[src/rtl/swt_egress_arbiter.sv]
// swt_egress_arbiter
//   Shares one egress port bus (data + sop/eop framing) between NUM_IN
//   ingress requesters. Arbitration is round robin and per packet: once a
//   requester wins, it owns the bus from its sop beat through its eop beat.
//   The egress word is registered and backpressured by out_ready. A
//   watchdog closes a packet whose source stalls mid-packet by emitting a
//   zero-data eop beat.
//
// Ports
//   clk, reset    : clock; synchronous active-high reset
//   in_port       : NUM_IN packed ingress words, requester i at [i*DATA_W +: DATA_W]
//   in_valid/sop/eop : per-requester word present / first / last
//   in_ready      : per-requester word accepted (with in_valid)
//   out_port/valid/sop/eop : registered egress beat
//   out_ready     : downstream accepts the egress beat
//   grant_id      : current or last granted requester
//   busy          : a packet transfer is in progress
//   timeout_err   : one-cycle pulse when the watchdog closes a packet
//   drop_err      : one-cycle pulse when a non-sop word is discarded while idle
//   pkt_count     : packets completed by a real eop beat (wraps)
module swt_egress_arbiter #(
    parameter int NUM_IN  = 4,
    parameter int DATA_W  = 32,
    parameter int TIMEOUT = 64,
    parameter int ID_W    = $clog2(NUM_IN)
) (
    input  logic                     clk,
    input  logic                     reset,
    input  logic [NUM_IN*DATA_W-1:0] in_port,
    input  logic [NUM_IN-1:0]        in_valid,
    input  logic [NUM_IN-1:0]        in_sop,
    input  logic [NUM_IN-1:0]        in_eop,
    output logic [NUM_IN-1:0]        in_ready,
    output logic [DATA_W-1:0]        out_port,
    output logic                     out_valid,
    output logic                     out_sop,
    output logic                     out_eop,
    input  logic                     out_ready,
    output logic [ID_W-1:0]          grant_id,
    output logic                     busy,
    output logic                     timeout_err,
    output logic                     drop_err,
    output logic [15:0]              pkt_count
);

    // Watchdog wide enough to hold TIMEOUT itself.
    localparam int WD_W = (TIMEOUT > 0) ? $clog2(TIMEOUT + 1) : 1;
    localparam logic [WD_W-1:0] WD_MAX = WD_W'(TIMEOUT);

    typedef enum logic {IDLE, XFER} state_t;

    state_t              state_q, state_d;
    logic [ID_W-1:0]     rr_last_q, rr_last_d;
    logic [ID_W-1:0]     grant_q, grant_d;
    logic [WD_W-1:0]     wd_q, wd_d;
    logic [DATA_W-1:0]   out_port_q, out_port_d;
    logic                out_valid_q, out_valid_d;
    logic                out_sop_q, out_sop_d;
    logic                out_eop_q, out_eop_d;
    logic                timeout_err_q, timeout_err_d;
    logic                drop_err_q, drop_err_d;
    logic [15:0]         pkt_count_q, pkt_count_d;

    logic [NUM_IN-1:0]   in_ready_c;
    logic                adv;
    logic                found;
    logic [ID_W-1:0]     winner;
    logic [ID_W-1:0]     cand;
    logic [DATA_W-1:0]   words [NUM_IN];

    for (genvar gi = 0; gi < NUM_IN; gi++) begin : g_unpack
        assign words[gi] = in_port[gi*DATA_W +: DATA_W];
    end

    // Output register may load when it is empty or being drained.
    assign adv = out_ready | ~out_valid_q;

    always_comb begin
        state_d       = state_q;
        rr_last_d     = rr_last_q;
        grant_d       = grant_q;
        wd_d          = wd_q;
        out_port_d    = out_port_q;
        out_sop_d     = out_sop_q;
        out_eop_d     = out_eop_q;
        out_valid_d   = adv ? 1'b0 : out_valid_q;
        timeout_err_d = 1'b0;
        drop_err_d    = 1'b0;
        pkt_count_d   = pkt_count_q;
        in_ready_c    = '0;
        found         = 1'b0;
        winner        = '0;
        cand          = '0;

        case (state_q)
            IDLE: begin
                wd_d = '0;
                // Stray mid-packet words are swallowed so they cannot block.
                in_ready_c = in_valid & ~in_sop;
                drop_err_d = |(in_valid & ~in_sop);
                // Search starts just after the last winner, wrapping around.
                for (int unsigned k = 1; k <= NUM_IN; k++) begin
                    cand = ID_W'((32'(rr_last_q) + k) % NUM_IN);
                    if (!found && in_valid[cand] && in_sop[cand]) begin
                        found  = 1'b1;
                        winner = cand;
                    end
                end
                if (found) begin
                    grant_d   = winner;
                    rr_last_d = winner;
                    state_d   = XFER;
                end
            end

            XFER: begin
                in_ready_c[grant_q] = adv;
                if (adv && in_valid[grant_q]) begin
                    out_port_d  = words[grant_q];
                    out_sop_d   = in_sop[grant_q];
                    out_eop_d   = in_eop[grant_q];
                    out_valid_d = 1'b1;
                    wd_d        = '0;
                    if (in_eop[grant_q]) begin
                        state_d     = IDLE;
                        pkt_count_d = pkt_count_q + 16'd1;
                    end
                end else if (adv && (TIMEOUT != 0) && (wd_q == WD_MAX)) begin
                    // Synthesised closing beat for a stalled source.
                    out_port_d    = '0;
                    out_sop_d     = 1'b0;
                    out_eop_d     = 1'b1;
                    out_valid_d   = 1'b1;
                    timeout_err_d = 1'b1;
                    wd_d          = '0;
                    state_d       = IDLE;
                end else if (adv && (TIMEOUT != 0)) begin
                    // Only source starvation counts; backpressure holds the count.
                    wd_d = wd_q + 1'b1;
                end
            end

            default: state_d = IDLE;
        endcase
    end

    always_ff @(posedge clk) begin
        if (reset) begin
            state_q       <= IDLE;
            rr_last_q     <= ID_W'(NUM_IN - 1);
            grant_q       <= '0;
            wd_q          <= '0;
            out_port_q    <= '0;
            out_valid_q   <= 1'b0;
            out_sop_q     <= 1'b0;
            out_eop_q     <= 1'b0;
            timeout_err_q <= 1'b0;
            drop_err_q    <= 1'b0;
            pkt_count_q   <= '0;
        end else begin
            state_q       <= state_d;
            rr_last_q     <= rr_last_d;
            grant_q       <= grant_d;
            wd_q          <= wd_d;
            out_port_q    <= out_port_d;
            out_valid_q   <= out_valid_d;
            out_sop_q     <= out_sop_d;
            out_eop_q     <= out_eop_d;
            timeout_err_q <= timeout_err_d;
            drop_err_q    <= drop_err_d;
            pkt_count_q   <= pkt_count_d;
        end
    end

    assign in_ready    = reset ? '0 : in_ready_c;
    assign out_port    = out_port_q;
    assign out_valid   = out_valid_q;
    assign out_sop     = out_sop_q;
    assign out_eop     = out_eop_q;
    assign grant_id    = grant_q;
    assign busy        = (state_q == XFER);
    assign timeout_err = timeout_err_q;
    assign drop_err    = drop_err_q;
    assign pkt_count   = pkt_count_q;

endmodule

[config.mk]
export PLATFORM = sky130hd
export DESIGN_NAME = swt_egress_arbiter
export DESIGN_NICKNAME = d
export VERILOG_FILES = /design/src/rtl/swt_egress_arbiter.sv
export SDC_FILE = /design/constraint.sdc
export NUM_CORES = 1
export LEC_CHECK = 0
export BUFFER_PORTS_ARGS = -buffer_cell sky130_fd_sc_hd__buf_2
export CAP_MARGIN = 20
export CORE_MARGIN = 10
export CORE_UTILIZATION = 41
export CTS_CLUSTER_SIZE = 12
export DETAILED_ROUTE_END_ITERATION = 10
export GPL_TIMING_DRIVEN = 0
export PLACE_DENSITY_LB_ADDON = 0.05
export REMOVE_ABC_BUFFERS = 1
export SLEW_MARGIN = 20
export SYNTH_ARGS = -nofsm -noshare
export SYNTH_HDL_FRONTEND = slang
export SYNTH_SLANG_ARGS = --single-unit
[constraint.sdc]
create_clock -name clk -period 3.5 [get_ports clk]
set_input_delay 0.7 -clock clk [delete_from_list [all_inputs] [get_ports clk]]
set_output_delay 0.7 -clock clk [all_outputs]
set_load 0.01 [all_outputs]
==> flow_summary.toml <==
[worst_setup_path]
rrSetupSlack_ns = 1.05
reg2reg_from = "busy"
worstPathRequired_ns = 2.80
worst-path-buf-inv = 2
end_kind = "output pin"
path_class = "primary input to output pin"
max_stage_delay_ns = 0.56
startpoint_type = "primary input"
rr_worst_depth = 5
cp.arrival_ns = 1.87
worstReg2RegEnd = "out_port[30]"
crit_cells = 6
critPathMaxFanout = 15
path_delay_family = "simple AND/OR/NAND/NOR gates"
path_cells = "buf_2 > nor2b_2 > nor2_1 > a32oi_1 > nor2_1 > buf_2"
crit_slowest_cell = "nor2b_2"

[sta]
maxSlewHeadroom = 0.364
whs_ns = 0.457
tightest_slew_ns = 0.954
hold_violations = 0
rsz0062_at_grt = "false"
finalMaxSlewViolations = 0
setup_violations = 0
fmax_mhz = 388
finClkSkew_ns = 0.00899
final.min_clock_period_ns = 2.57
fin_crit_sh = 0.736

[synthesis]
synth_flop_cell = "dfxtp_1"
synth_cells = 362
syn_area_per_cell_um2 = 10.4
yosysTopAreaCell = "dfxtp_1"
async_reset_ff_frac = 0
ys_ff_latch = 65
synth-edff-count = 0
synthTopCellsByArea = "dfxtp_1 (35%), mux4_2 (21%), a22oi_2 (9.0%), nor2_1 (5.2%), a21oi_1 (3.5%)"
yosys.area.top_type_share = 0.347
yosysWarnings = 0
netlist_area_mm2 = 0.00375
ys_seq_area_frac = 0.347
synth_cell_type_count = 53

[die]
start_util = 0.426
pin_count = 203
fp.dieW_um = 116
die-area_mm2 = 0.0134
rows = 34
core_area_mm2 = 0.00881
die_y_um = 116

[worst_hold_path]
min_path_cells = 2
hp-start = "out_eop"
hold_path.class = "flip-flop to flip-flop"
worstHoldEndpoint = "out_eop"

[job]
cap_violations = 0

[global_routing]
antenna_found_initial = 0
grt_pass1_vias = 3581
gr-total-overflow = 0
grt_first_pass_wirelength_um = 18800
grt_max_degree = 64
track_usage = 0.175

[route]
route.met3.wl_um = 1080
routed_wl_um = 12600
dr.pass1.iters = 6
antenna_left = 0
vias = 3702
wl_met2_um = 6320
wl_met1_um = 5000
wl_per_cell_um = 19.0
remaining_drc_errors = 0
via_per_inst = 5.58
drt_iter0_markers = 273
highest_layer = "met4"

[power_and_ir_drop]
p_switching_w = 0.000581
seq_power_share = 0.414
power_density_mw_per_mm2 = 403
combPwrFrac = 0.271
p_int_w = 0.00143
total_power_w = 0.00202
pwr-share-clk = 0.315
switching_share = 0.288
leakage_nw = 2.12
vdd.ir_drop.worst_mv = 0.194

[cells_and_area]
final_common_cell = "buf_2"
diodes = 0
nets = 697
fill_cells = 828
final_cell_mix = "buf_2 (201), dfxtp_1 (63), nor2_1 (52)"
syn2layout_area_growth_pct = 33.5
drive_above_1_share = 0.530
stdcell_area_mm2 = 0.00500

[clock_network]
insertion_delay_ns = 0.33
root_buffer = "clkbuf_8"
cts_made_buffers = 9
cts_setup_buffers = 0
cts-htree-levels = 3
cts_sinks = 65
post_cts_resized = 0
cts_buffer_depth = 2
hold_buffers = 0
cts_tree = "built"
clk_pin_slew_ns = 0.07

[status]
status = "finished clean"

[placed_design]
placedInstanceArea_mm2 = 0.00481
port_buffers = 202
place_congestion = 0.801
hpwl_um = 9890
==> tightest hold or removal path, stage by stage (launching register included) <==
cell and delay, ns:
dfxtp_1 0.31, nand2_1 0.05, a21oi_1 0.05
==> cells in the mapped netlist (2+ instances only) <==
library cell,instances
a311oi_1,2
mux4_2,35
nand4_1,6
a211o_1,2
a22oi_2,27
or4_1,2
nor2b_1,3
or2_2,4
buf_4,2
dfxtp_1,65
o21ai_0,15
buf_2,7
mux2i_1,2
xnor2_1,3
a22oi_1,7
inv_1,4
a21oi_1,26
nor2_1,52
nor3_1,3
nand2_1,22
o21bai_1,2
ha_1,3
or3_1,10
clkbuf_1,13
nand2b_1,4
nor4_1,2
buf_6,5
nand3_1,8
a211oi_1,2
==> sequential cells by signal, summed over array words and instances, names as in the netlist <==
| signal | count |
|---|---|
| busy | 1 |
| drop_err | 1 |
| grant_id | 2 |
| out_eop | 1 |
| out_port | 32 |
| out_sop | 1 |
| out_valid | 1 |
| pkt_count | 16 |
| rr_last_q | 2 |
| timeout_err | 1 |
| wd_q | 7 |
==> how the worst max path moves through the flow <==
stage          slack, ns          end         from
2_1_floorplan      -0.31  out_port[0]  grant_id[0]
3_3_place_gp       -1.19  out_port[1]  grant_id[0]
3_5_place_dp        0.73  out_port[1]    out_ready
4_1_cts             0.90  in_ready[3]    out_ready
5_1_grt             0.78  in_ready[3]    out_ready
6_report            0.93  in_ready[3]    out_ready
==> power groups by stage <==
stage	clock (W)	sequential (W)	combinational [W]
floorplan	0	0.000888	0.000291
global placement	0	0.000881	0.000507
detailed placement	0	0.000852	0.000552
CTS	0.000654	0.000835	0.000555
global route	0.000696	0.000842	0.000596
finish	0.000635	0.000834	0.000546
==> cell families after synthesis <==
family / after synthesis / share of synthesized area
compound gates: 97 / 0.208
xor+xnor: 4 / 0.00934
fa+ha+maj: 3 / 0.0100
buf+inv: 32 / 0.0464
flops: 65 / 0.347
mux: 37 / 0.216
simple gates: 124 / 0.164
==> metal layers <==
layer / vias to the layer above / GRT usage
met4: 0 / 0.0550
met1: 1786 / 0.201
met5: - / 0
li1: 1762 / -
met3: 14 / 0.0517
met2: 140 / 0.305
==> layout make-up <==
class / count / area, um^2 / share of cell area
multi-input cells: 265 / 2270 / 0.454
clock inverters: 2 / 37.5 / 0.00750
well taps: 108 / 135 / 0.0270
clock buffers: 13 / 159 / 0.0317
inverters: 5 / 18.8 / 0.00375
repair buffers: 205 / 1070 / 0.215
flip-flops and latches: 65 / 1310 / 0.261
==> metrics by stage <==
stage          utilization  std cells  setup TNS [ns]  setup slack [ns]
4_1_cts              0.568        663               0             0.899
6_report             0.568        663               0             0.925
2_1_floorplan            -        335           -9.53            -0.305
3_3_place_gp         0.538        645          -44.99             -1.19
3_5_place_dp         0.546        648               0             0.734
5_1_grt              0.568        663               0             0.778
Note: power is estimated with default switching activity, not from simulation.
